File: src/rtl/irq_controller_if.sv
// CPU handshake, peripheral flag and register-bus signals of the interrupt controller.
// slave is the controller's view; master is the CPU/peripheral/bus side.
interface irq_controller_if #(
    parameter int N_IRQ = 4
);
    localparam int VW = (N_IRQ > 1) ? $clog2(N_IRQ) : 1;

    logic [N_IRQ-1:0] irq_in;
    logic [N_IRQ-1:0] irq_clr;
    logic             irq_req;
    logic [VW-1:0]    irq_vector;
    logic             irq_ack;
    logic             iret;
    logic [15:0]      address;
    logic [7:0]       din;
    logic             w_en;
    logic             r_en;
    logic [7:0]       dout;

    modport slave (
        input  irq_in, irq_ack, iret,
        input  address, din, w_en, r_en,
        output irq_clr, irq_req, irq_vector, dout
    );

    modport master (
        output irq_in, irq_ack, iret,
        output address, din, w_en, r_en,
        input  irq_clr, irq_req, irq_vector, dout
    );
endinterface

File: src/rtl/irq_controller.sv
// Prioritising interrupt scheduler: masks, arbitrates, latches one source,
// hands it to the CPU and blocks further requests until return-from-interrupt.
module irq_controller #(
    parameter int          N_IRQ     = 4,
    parameter logic [15:0] BASE_ADDR = 16'h1F00
) (
    input  logic           clk,
    input  logic           reset,
    irq_controller_if.slave bus
);
    localparam int VW = (N_IRQ > 1) ? $clog2(N_IRQ) : 1;

    typedef enum logic [1:0] {
        IDLE,
        REQUEST,
        SERVICE
    } state_t;

    state_t           state_q, state_d;
    logic [N_IRQ-1:0] mask_q, mask_d;
    logic             gie_q, gie_d;
    logic             req_q, req_d;
    logic [VW-1:0]    vec_q, vec_d;
    logic [N_IRQ-1:0] clr_q, clr_d;
    logic [7:0]       dout_q, dout_d;

    logic [15:0]      offset;
    logic             hit;
    logic [1:0]       reg_sel;
    logic             wr_mask, wr_ctrl;
    logic [N_IRQ-1:0] eligible;
    logic [VW-1:0]    winner;
    logic [N_IRQ-1:0] clr_sel;
    logic             in_service;
    logic [7:0]       status;
    logic [7:0]       rdata;
    logic             unused_din;

    assign offset     = bus.address - BASE_ADDR;
    assign hit        = (offset[15:2] == 14'd0);
    assign reg_sel    = offset[1:0];
    assign wr_mask    = bus.w_en && hit && (reg_sel == 2'd0);
    assign wr_ctrl    = bus.w_en && hit && (reg_sel == 2'd3);
    assign unused_din = ^bus.din[7:1];

    assign in_service = (state_q == SERVICE);
    assign eligible   = bus.irq_in & mask_q & {N_IRQ{gie_q}};

    always_comb begin
        mask_d = wr_mask ? bus.din[N_IRQ-1:0] : mask_q;
        gie_d  = wr_ctrl ? bus.din[0] : gie_q;
    end

    // Scan from the top so the lowest set index wins.
    always_comb begin
        winner = '0;
        for (int i = N_IRQ - 1; i >= 0; i--) begin
            if (eligible[i]) winner = VW'(i);
        end
    end

    always_comb begin
        clr_sel        = '0;
        clr_sel[vec_q] = 1'b1;
    end

    // Withdrawal looks at the GIE value being written this cycle; ack still wins.
    always_comb begin
        state_d = state_q;
        req_d   = req_q;
        vec_d   = vec_q;
        clr_d   = '0;
        case (state_q)
            IDLE: begin
                if (|eligible) begin
                    vec_d   = winner;
                    req_d   = 1'b1;
                    state_d = REQUEST;
                end
            end
            REQUEST: begin
                if (bus.irq_ack) begin
                    req_d   = 1'b0;
                    clr_d   = clr_sel;
                    state_d = SERVICE;
                end else if (!gie_d) begin
                    req_d   = 1'b0;
                    state_d = IDLE;
                end
            end
            SERVICE: begin
                if (bus.iret) state_d = IDLE;
            end
            default: begin
                req_d   = 1'b0;
                state_d = IDLE;
            end
        endcase
    end

    always_comb begin
        status         = '0;
        status[7]      = in_service;
        status[6]      = req_q;
        status[VW-1:0] = vec_q;
    end

    always_comb begin
        rdata = '0;
        case (reg_sel)
            2'd0: rdata[N_IRQ-1:0] = mask_q;
            2'd1: rdata[N_IRQ-1:0] = bus.irq_in;
            2'd2: rdata = status;
            2'd3: rdata[0] = gie_q;
            default: rdata = '0;
        endcase
        dout_d = (bus.r_en && hit) ? rdata : 8'h00;
    end

    always_ff @(posedge clk or posedge reset) begin
        if (reset) begin
            state_q <= IDLE;
            mask_q  <= '0;
            gie_q   <= 1'b0;
            req_q   <= 1'b0;
            vec_q   <= '0;
            clr_q   <= '0;
            dout_q  <= '0;
        end else begin
            state_q <= state_d;
            mask_q  <= mask_d;
            gie_q   <= gie_d;
            req_q   <= req_d;
            vec_q   <= vec_d;
            clr_q   <= clr_d;
            dout_q  <= dout_d;
        end
    end

    assign bus.irq_req    = req_q;
    assign bus.irq_vector = vec_q;
    assign bus.irq_clr    = clr_q;
    assign bus.dout       = dout_q;
endmodule

File: src/flat_wrapper.sv
// flat-port wrapper written by rule: the top's interface ports become plain ports
module irq_controller_flat 
#(
    parameter int          N_IRQ     = 4,
    parameter logic [15:0] BASE_ADDR = 16'h1F00
)
  (clk, reset, bus_irq_in, bus_irq_ack, bus_iret, bus_address, bus_din, bus_w_en, bus_r_en, bus_irq_clr, bus_irq_req, bus_irq_vector, bus_dout);
  irq_controller_if #(.N_IRQ(N_IRQ)) bus_i ();
  input  logic clk;
  input  logic reset;
  input wire logic [$bits(bus_i.irq_in)-1:0] bus_irq_in;
  input wire logic [$bits(bus_i.irq_ack)-1:0] bus_irq_ack;
  input wire logic [$bits(bus_i.iret)-1:0] bus_iret;
  input wire logic [$bits(bus_i.address)-1:0] bus_address;
  input wire logic [$bits(bus_i.din)-1:0] bus_din;
  input wire logic [$bits(bus_i.w_en)-1:0] bus_w_en;
  input wire logic [$bits(bus_i.r_en)-1:0] bus_r_en;
  output wire logic [$bits(bus_i.irq_clr)-1:0] bus_irq_clr;
  output wire logic [$bits(bus_i.irq_req)-1:0] bus_irq_req;
  output wire logic [$bits(bus_i.irq_vector)-1:0] bus_irq_vector;
  output wire logic [$bits(bus_i.dout)-1:0] bus_dout;
  assign bus_i.irq_in = bus_irq_in;
  assign bus_i.irq_ack = bus_irq_ack;
  assign bus_i.iret = bus_iret;
  assign bus_i.address = bus_address;
  assign bus_i.din = bus_din;
  assign bus_i.w_en = bus_w_en;
  assign bus_i.r_en = bus_r_en;
  assign bus_irq_clr = bus_i.irq_clr;
  assign bus_irq_req = bus_i.irq_req;
  assign bus_irq_vector = bus_i.irq_vector;
  assign bus_dout = bus_i.dout;
  irq_controller #(.N_IRQ(N_IRQ), .BASE_ADDR(BASE_ADDR)) u_core (.clk(clk), .reset(reset), .bus(bus_i));
endmodule
File: config.mk
export PLATFORM = sky130hd
export DESIGN_NAME = irq_controller_flat
export DESIGN_NICKNAME = d
export VERILOG_FILES = /design/src/rtl/irq_controller_if.sv /design/src/rtl/irq_controller.sv /design/src/flat_wrapper.sv
export SDC_FILE = /design/constraint.sdc
export NUM_CORES = 1
export LEC_CHECK = 0
export CORE_MARGIN = 10
export CORE_UTILIZATION = 30
export CTS_CLUSTER_DIAMETER = 150
export DETAILED_ROUTE_END_ITERATION = 12
export SLEW_MARGIN = 20
export SYNTH_ARGS = -nofsm -noshare
export SYNTH_HDL_FRONTEND = slang
export SYNTH_SLANG_ARGS = --single-unit
File: constraint.sdc
create_clock -name clk -period 2.2 [get_ports clk]
set_input_delay 0.66 -clock clk [delete_from_list [all_inputs] [get_ports clk]]
set_output_delay 0.66 -clock clk [all_outputs]
set_load 0.005 [all_outputs]
==> results of run 1 <==
cells in the mapped netlist (2+ instances only):
library cell,instances,area share (%)
mux2i_1,4,4.0
nand2_1,10,3.8
nor4_1,2,1.3
nand2b_1,2,1.3
nand3_1,3,1.5
nor2_1,6,2.3
buf_4,2,1.5
mux2_2,7,7.9
and2_1,3,1.9
a21oi_1,6,3.0
dfrtp_1,20,50
buf_2,2,1.0
nand3b_1,3,2.3
flip-flops by register name, summed over array words and instances (netlist names):
register,cells
u_core.mask_q,4
u_core.bus.dout,6
u_core.gie_q,1
u_core.state_q,2
u_core.bus.irq_vector,2
u_core.bus.irq_req,1
u_core.bus.irq_clr,4
final timing paths:
path | endpoint | from | slack (ns) | cells past startpoint
min in group asynchronous | u_core.bus.dout[1]$_DFF_PP0_ | reset | 0.67 | 3
hold reg to reg | u_core.mask_q[1]$_DFFE_PP0P_ | u_core.mask_q[1]$_DFFE_PP0P_ | 0.55 | 1
max in group asynchronous | u_core.mask_q[1]$_DFFE_PP0P_ | reset | 1.32 | 3
hold / removal | u_core.mask_q[1]$_DFFE_PP0P_ | u_core.mask_q[1]$_DFFE_PP0P_ | 0.55 | 1
setup / recovery | u_core.mask_q[3]$_DFFE_PP0P_ | bus_address[2] | 0.05 | 5
setup reg to reg | u_core.bus.irq_vector[0]$_DFFE_PP0P_ | u_core.state_q[1]$_DFFE_PP0P_ | 0.49 | 3
through the flow:
stage               hold WS [ns]  power (uW)  util [%]  worst slack, ns  setup TNS (ns)
floorplan                  0.497         400         -           0.0987               0
global placement           0.520         458      48.3           -0.401           -3.52
detailed placement         0.531         460      48.3           -0.423           -3.68
CTS                        0.557         635      49.5           0.0161               0
global route               0.577         653      50.0          0.00628               0
finish                     0.555         626      50.0           0.0465               0
final cells by class:
type / instances / area (um2)
clock buffers: 3 / 22.5
fillers: 309 / 1550
inverters: 1 / 3.75
multi-input cells: 65 / 485
flip-flops and latches: 20 / 500
well taps: 44 / 55.1
repair buffers: 49 / 485
routing by layer:
layer,global-route usage (%),vias to the layer above
met4,4.93,0
met2,15.1,44
li1,-,421
met5,0,-
met3,3.23,6
met1,9.89,418
cell families after synthesis:
kind of cell	count (synthesis)	synth area share, %
AND/OR/NAND/NOR	40	25.3
flip-flops	20	50.4
multiplexers	12	14.3
AO/OA/AOI/OAI	11	6.68
buffers and inverters	5	2.90
other	1	0.378
worst max-delay path: stages:
cell and delay (ns):
clkdlybuf4s50_1 0.40, or4_4 0.54, nor4_4 0.25, nand2_2 0.17, mux2_4 0.32
power by group through the flow:
stage / logic [uW] / registers, uW / clock network [uW]
6_report: 84.4 / 367 / 174
5_1_grt: 91.8 / 368 / 194
4_1_cts: 86.3 / 368 / 182
3_5_place_dp: 85.2 / 375 / 0
3_3_place_gp: 83.4 / 375 / 0
2_1_floorplan: 25.3 / 375 / 0
repair_timing:
action                                  4_1_cts  5_1_grt
pin swaps                                     2        4
cloned                                        0        0
hold endpoints to repair                      0        0
hold buffers                                  0        0
endpoints found under the setup margin        6        7
gates resized for setup                       4        6
==> metrics.csv, run 1 <==
metric,value,unit
wire_per_inst,15.2,um
min_period,2.15,ns
synth.distinct_cells,32,
syn_inst,89,
p_clk_share,27.8,%
drv_slew,0,
switchingPower,139,uW
final_area,0.00155,mm2
dieArea,0.00601,mm2
grt_max_degree,21,
p_leak,0.000712,uW
areaGrowthSynthToFinish,56.5,%
status,completed,
layout.nets,174,
die_h,77.5,um
via_per_inst,4.88,
routed_wl,2760,um
cts_setup_buffers,0,
htree_levels,1,
met1Wirelength,1200,um
place_area,0.00150,mm2
p_seq_share,58.7,%
clockBufferDepth,2,
powerDensity,403,mW/mm2
ir_drop,0.181,mV
wl_met3,201,um
drc,0,
synth_flop_cell,dfrtp_1,
syn_area,992,um2
io_buffers,42,
start_util,32.0,%
num_antenna_cells,0,
period_share,97.9,%
post-place-cells,179,
clk_pin_slew,0.11,ns
cts_made_buffers,3,
grt_pass1_wl,4540,um
first_iter_violations,53,
grt_use_total,9.08,%
most-common-layout-cells,"37 x clkdlybuf4s50_1, 20 x dfrtp_1, 9 x nand2_1",
die_width,77.5,um
fmax,464,MHz
skew,0.00127,ns
hold_viol,0,
antenna_found_initial,0,
synth.ff_latch_count,20,
share_comb_of_total_power,13.5,%
cp.required,2.39,ns
setup_violations,0,
hp-class,reg -> reg,
final_common_cell,clkdlybuf4s50_1,
synth_area_per_cell,11.1,um2
rows,20,
wl_met2,1300,um
rsz0062_at_grt,false,
vias,889,
gp_congestion,0.853,
cts_root_buf,clkbuf_4,
drive_gt1_share,18.1,%
start_kind,primary input,
grt-ovfl-total,0,
yosys_warnings,0,
p_int,487,uW
ios,49,
cts_sinks,20,
endpoint_kind,flip-flop,
swShare,22.2,%
cts_tree,done,
drt-pass1-iter-count,4,
synth_edf_count,0,
antenna_left,0,
maxCapViolations,0,
insertion_delay,0.30,ns
seq_area_frac_synth,50.4,%
async_reset_ff_share,100,%
grt_pass1_vias,936,
dp.final_hpwl,2230,um
coreArea,0.00310,mm2
top_layer_used,met4,
crit_type,in -> reg,
stdcell_count,182,
worstPathArrival,2.35,ns
worstPathMaxFanout,4,
Note: power is estimated with default switching activity, not from simulation.
==> run 2: changes to the inputs <==
CORE_UTILIZATION = 39   (was 30)
PLACE_DENSITY = 0.78   (was not set)
TNS_END_PERCENT = 30   (was not set)
==> metrics.csv, run 2 (same netlist as run 1, synthesis figures left out) <==
metric,value,unit,change
maxCapViolations,0,,unchanged
start_util,40.4,%,+8.4 points
final_common_cell,clkdlybuf4s50_1,,
insertion_delay,0.30,ns,about the same
num_antenna_cells,0,,unchanged
wire_per_inst,16.0,um,+5.4%
via_per_inst,5.30,,+8.5%
min_period,2.15,ns,-0.00747 ns
io_buffers,42,,unchanged
hold_viol,0,,unchanged
grt_pass1_wl,4460,um,-1.8%
setup_violations,0,,unchanged
finalPower,626,uW,about the same
rsz0062_at_grt,false,,
start_kind,primary input,,
drive_gt1_share,18.7,%,+0.59 points
ios,49,,unchanged
endpoint_kind,flip-flop,,
nFillCells,207,,-33%
skew,0.00997,ns,+0.00870 ns
clockBufferDepth,2,,unchanged
p_leak,0.000726,uW,+1.9%
hold_start,u_core.mask_q[2]$_DFFE_PP0P_,,
powerDensity,405,mW/mm2,+0.51%
dieArea,0.00496,mm2,-17%
crit_type,in -> reg,,
htree_levels,1,,unchanged
drt-pass1-iter-count,4,,unchanged
period_share,97.5,%,-0.34 points
largest_reg_flops,6,,unchanged
critPathLaunch,bus_address[5],,
first_iter_violations,34,,-36%
vias,896,,+0.79%
die_h,70.4,um,-9.1%
antenna_found_initial,0,,unchanged
routed_wl,2700,um,-2.1%
fmax,466,MHz,+0.35%
cts_sinks,20,,unchanged
grt-ovfl-total,0,,unchanged
coreArea,0.00245,mm2,-21%
drc,0,,unchanged
multiInputGateArea,485,um2,unchanged
cts_root_buf,clkbuf_4,,
cts_setup_buffers,0,,unchanged
seqCellArea,500,um2,unchanged
hp-class,reg -> reg,,
grt_use_total,10.5,%,+1.4 points
crit_chain,"clkdlybuf4s50_1, or4_4, nor4_4, mux2_4, nor3_1",,
gp_congestion,0.771,,-9.6%
clk_pin_slew,0.12,ns,about the same
cts_tree,done,,
layout.nets,175,,+0.57%
antenna_left,0,,unchanged
r2r_start,u_core.state_q[1]$_DFFE_PP0P_,,
rows,18,,-10%
cp_slowest_stage_delay,0.51,ns,-0.03 ns
cp_slowest_cell,or4_4,,
areaGrowthSynthToFinish,55.7,%,
die_width,70.4,um,-9.1%
setup_tns,0,ns,unchanged
drv_slew,0,,unchanged
worstPathArrival,2.36,ns,about the same
cp.required,2.41,ns,+0.02 ns
cts_made_buffers,3,,unchanged
most-common-layout-cells,"36 x clkdlybuf4s50_1, 20 x dfrtp_1, 9 x nand2_1",,
status,completed,,
grt_max_degree,21,,unchanged
dp.final_hpwl,2070,um,-7.0%
grt_pass1_vias,977,,+4.4%
ir_drop,0.330,mV,+82%
worstPathMaxFanout,3,,-1
## run 2: cell count changes in the layout (fill, tap and decap cells not counted), sizes merged
cell / change
clkdlybuf4s50: -1
buf: +1
dlymetal6s2s: +1
## run 2: worst paths after layout
check / to / cells past startpoint / slack (ns)
setup / recovery: u_core.bus.irq_req$_DFFE_PP0P_ / 5 / 0.05
hold / removal: u_core.mask_q[2]$_DFFE_PP0P_ / 1 / 0.55
setup reg to reg: u_core.bus.irq_req$_DFFE_PP0P_ / 5 / 0.48
hold reg to reg: u_core.mask_q[2]$_DFFE_PP0P_ / 1 / 0.55
max in group asynchronous: u_core.gie_q$_DFF_PP0_ / 3 / 1.33
min in group asynchronous: u_core.bus.irq_clr[1]$_DFF_PP0_ / 3 / 0.67
## run 2: stage by stage
step / util, % / cell area (um2) / cells / hold WS (ns) / worst slack, ns
floorplan: - / 996 / 90 / 0.497 / 0.0987
global placement: 60.7 / 1490 / 166 / 0.514 / -0.378
detailed placement: 60.7 / 1490 / 166 / 0.523 / -0.379
CTS: 61.7 / 1520 / 169 / 0.549 / -0.00755
global route: 62.9 / 1550 / 169 / 0.579 / 0.00424
finish: 62.9 / 1550 / 169 / 0.552 / 0.0540
## run 2: power by group
group          total, uW  internal, uW  switching, uW
registers            367           367         0.0328
clock network        173          63.7            109
logic               85.4          56.2           29.2
## run 2: repair_timing
item                                   CTS  global route
setup endpoints to repair                7             7
endpoints found under the hold margin    0             0
hold buffers                             0             0
pin swaps                                1             4
gates resized for setup                  1            10
cloned                                   0             0
## run 2: routing by layer
metal  track usage (%)  part of all wire, %  vias to the layer above
li1                  -                    -                      422
met1              10.6                   38                      425
met2              19.3                   52                       40
met3              3.67                  6.7                        9
met4              3.51                  2.4                        0
met5                 0                    0                        -
## run 2: worst max-delay path: cells and delay by family
family / cells / cell delay [ns]
buffers and inverters: 1 / 0.41
AND/OR/NAND/NOR: 3 / 0.95
multiplexers: 1 / 0.34
## run 2: layout make-up
cell class                 instances  share of cell area [%]
timing repair buffer              50                    32.1
inverter                           1                   0.243
multi-input combinational         65                    31.4
clock buffer                       3                    1.46
tap                               30                    2.43
sequential                        20                    32.4
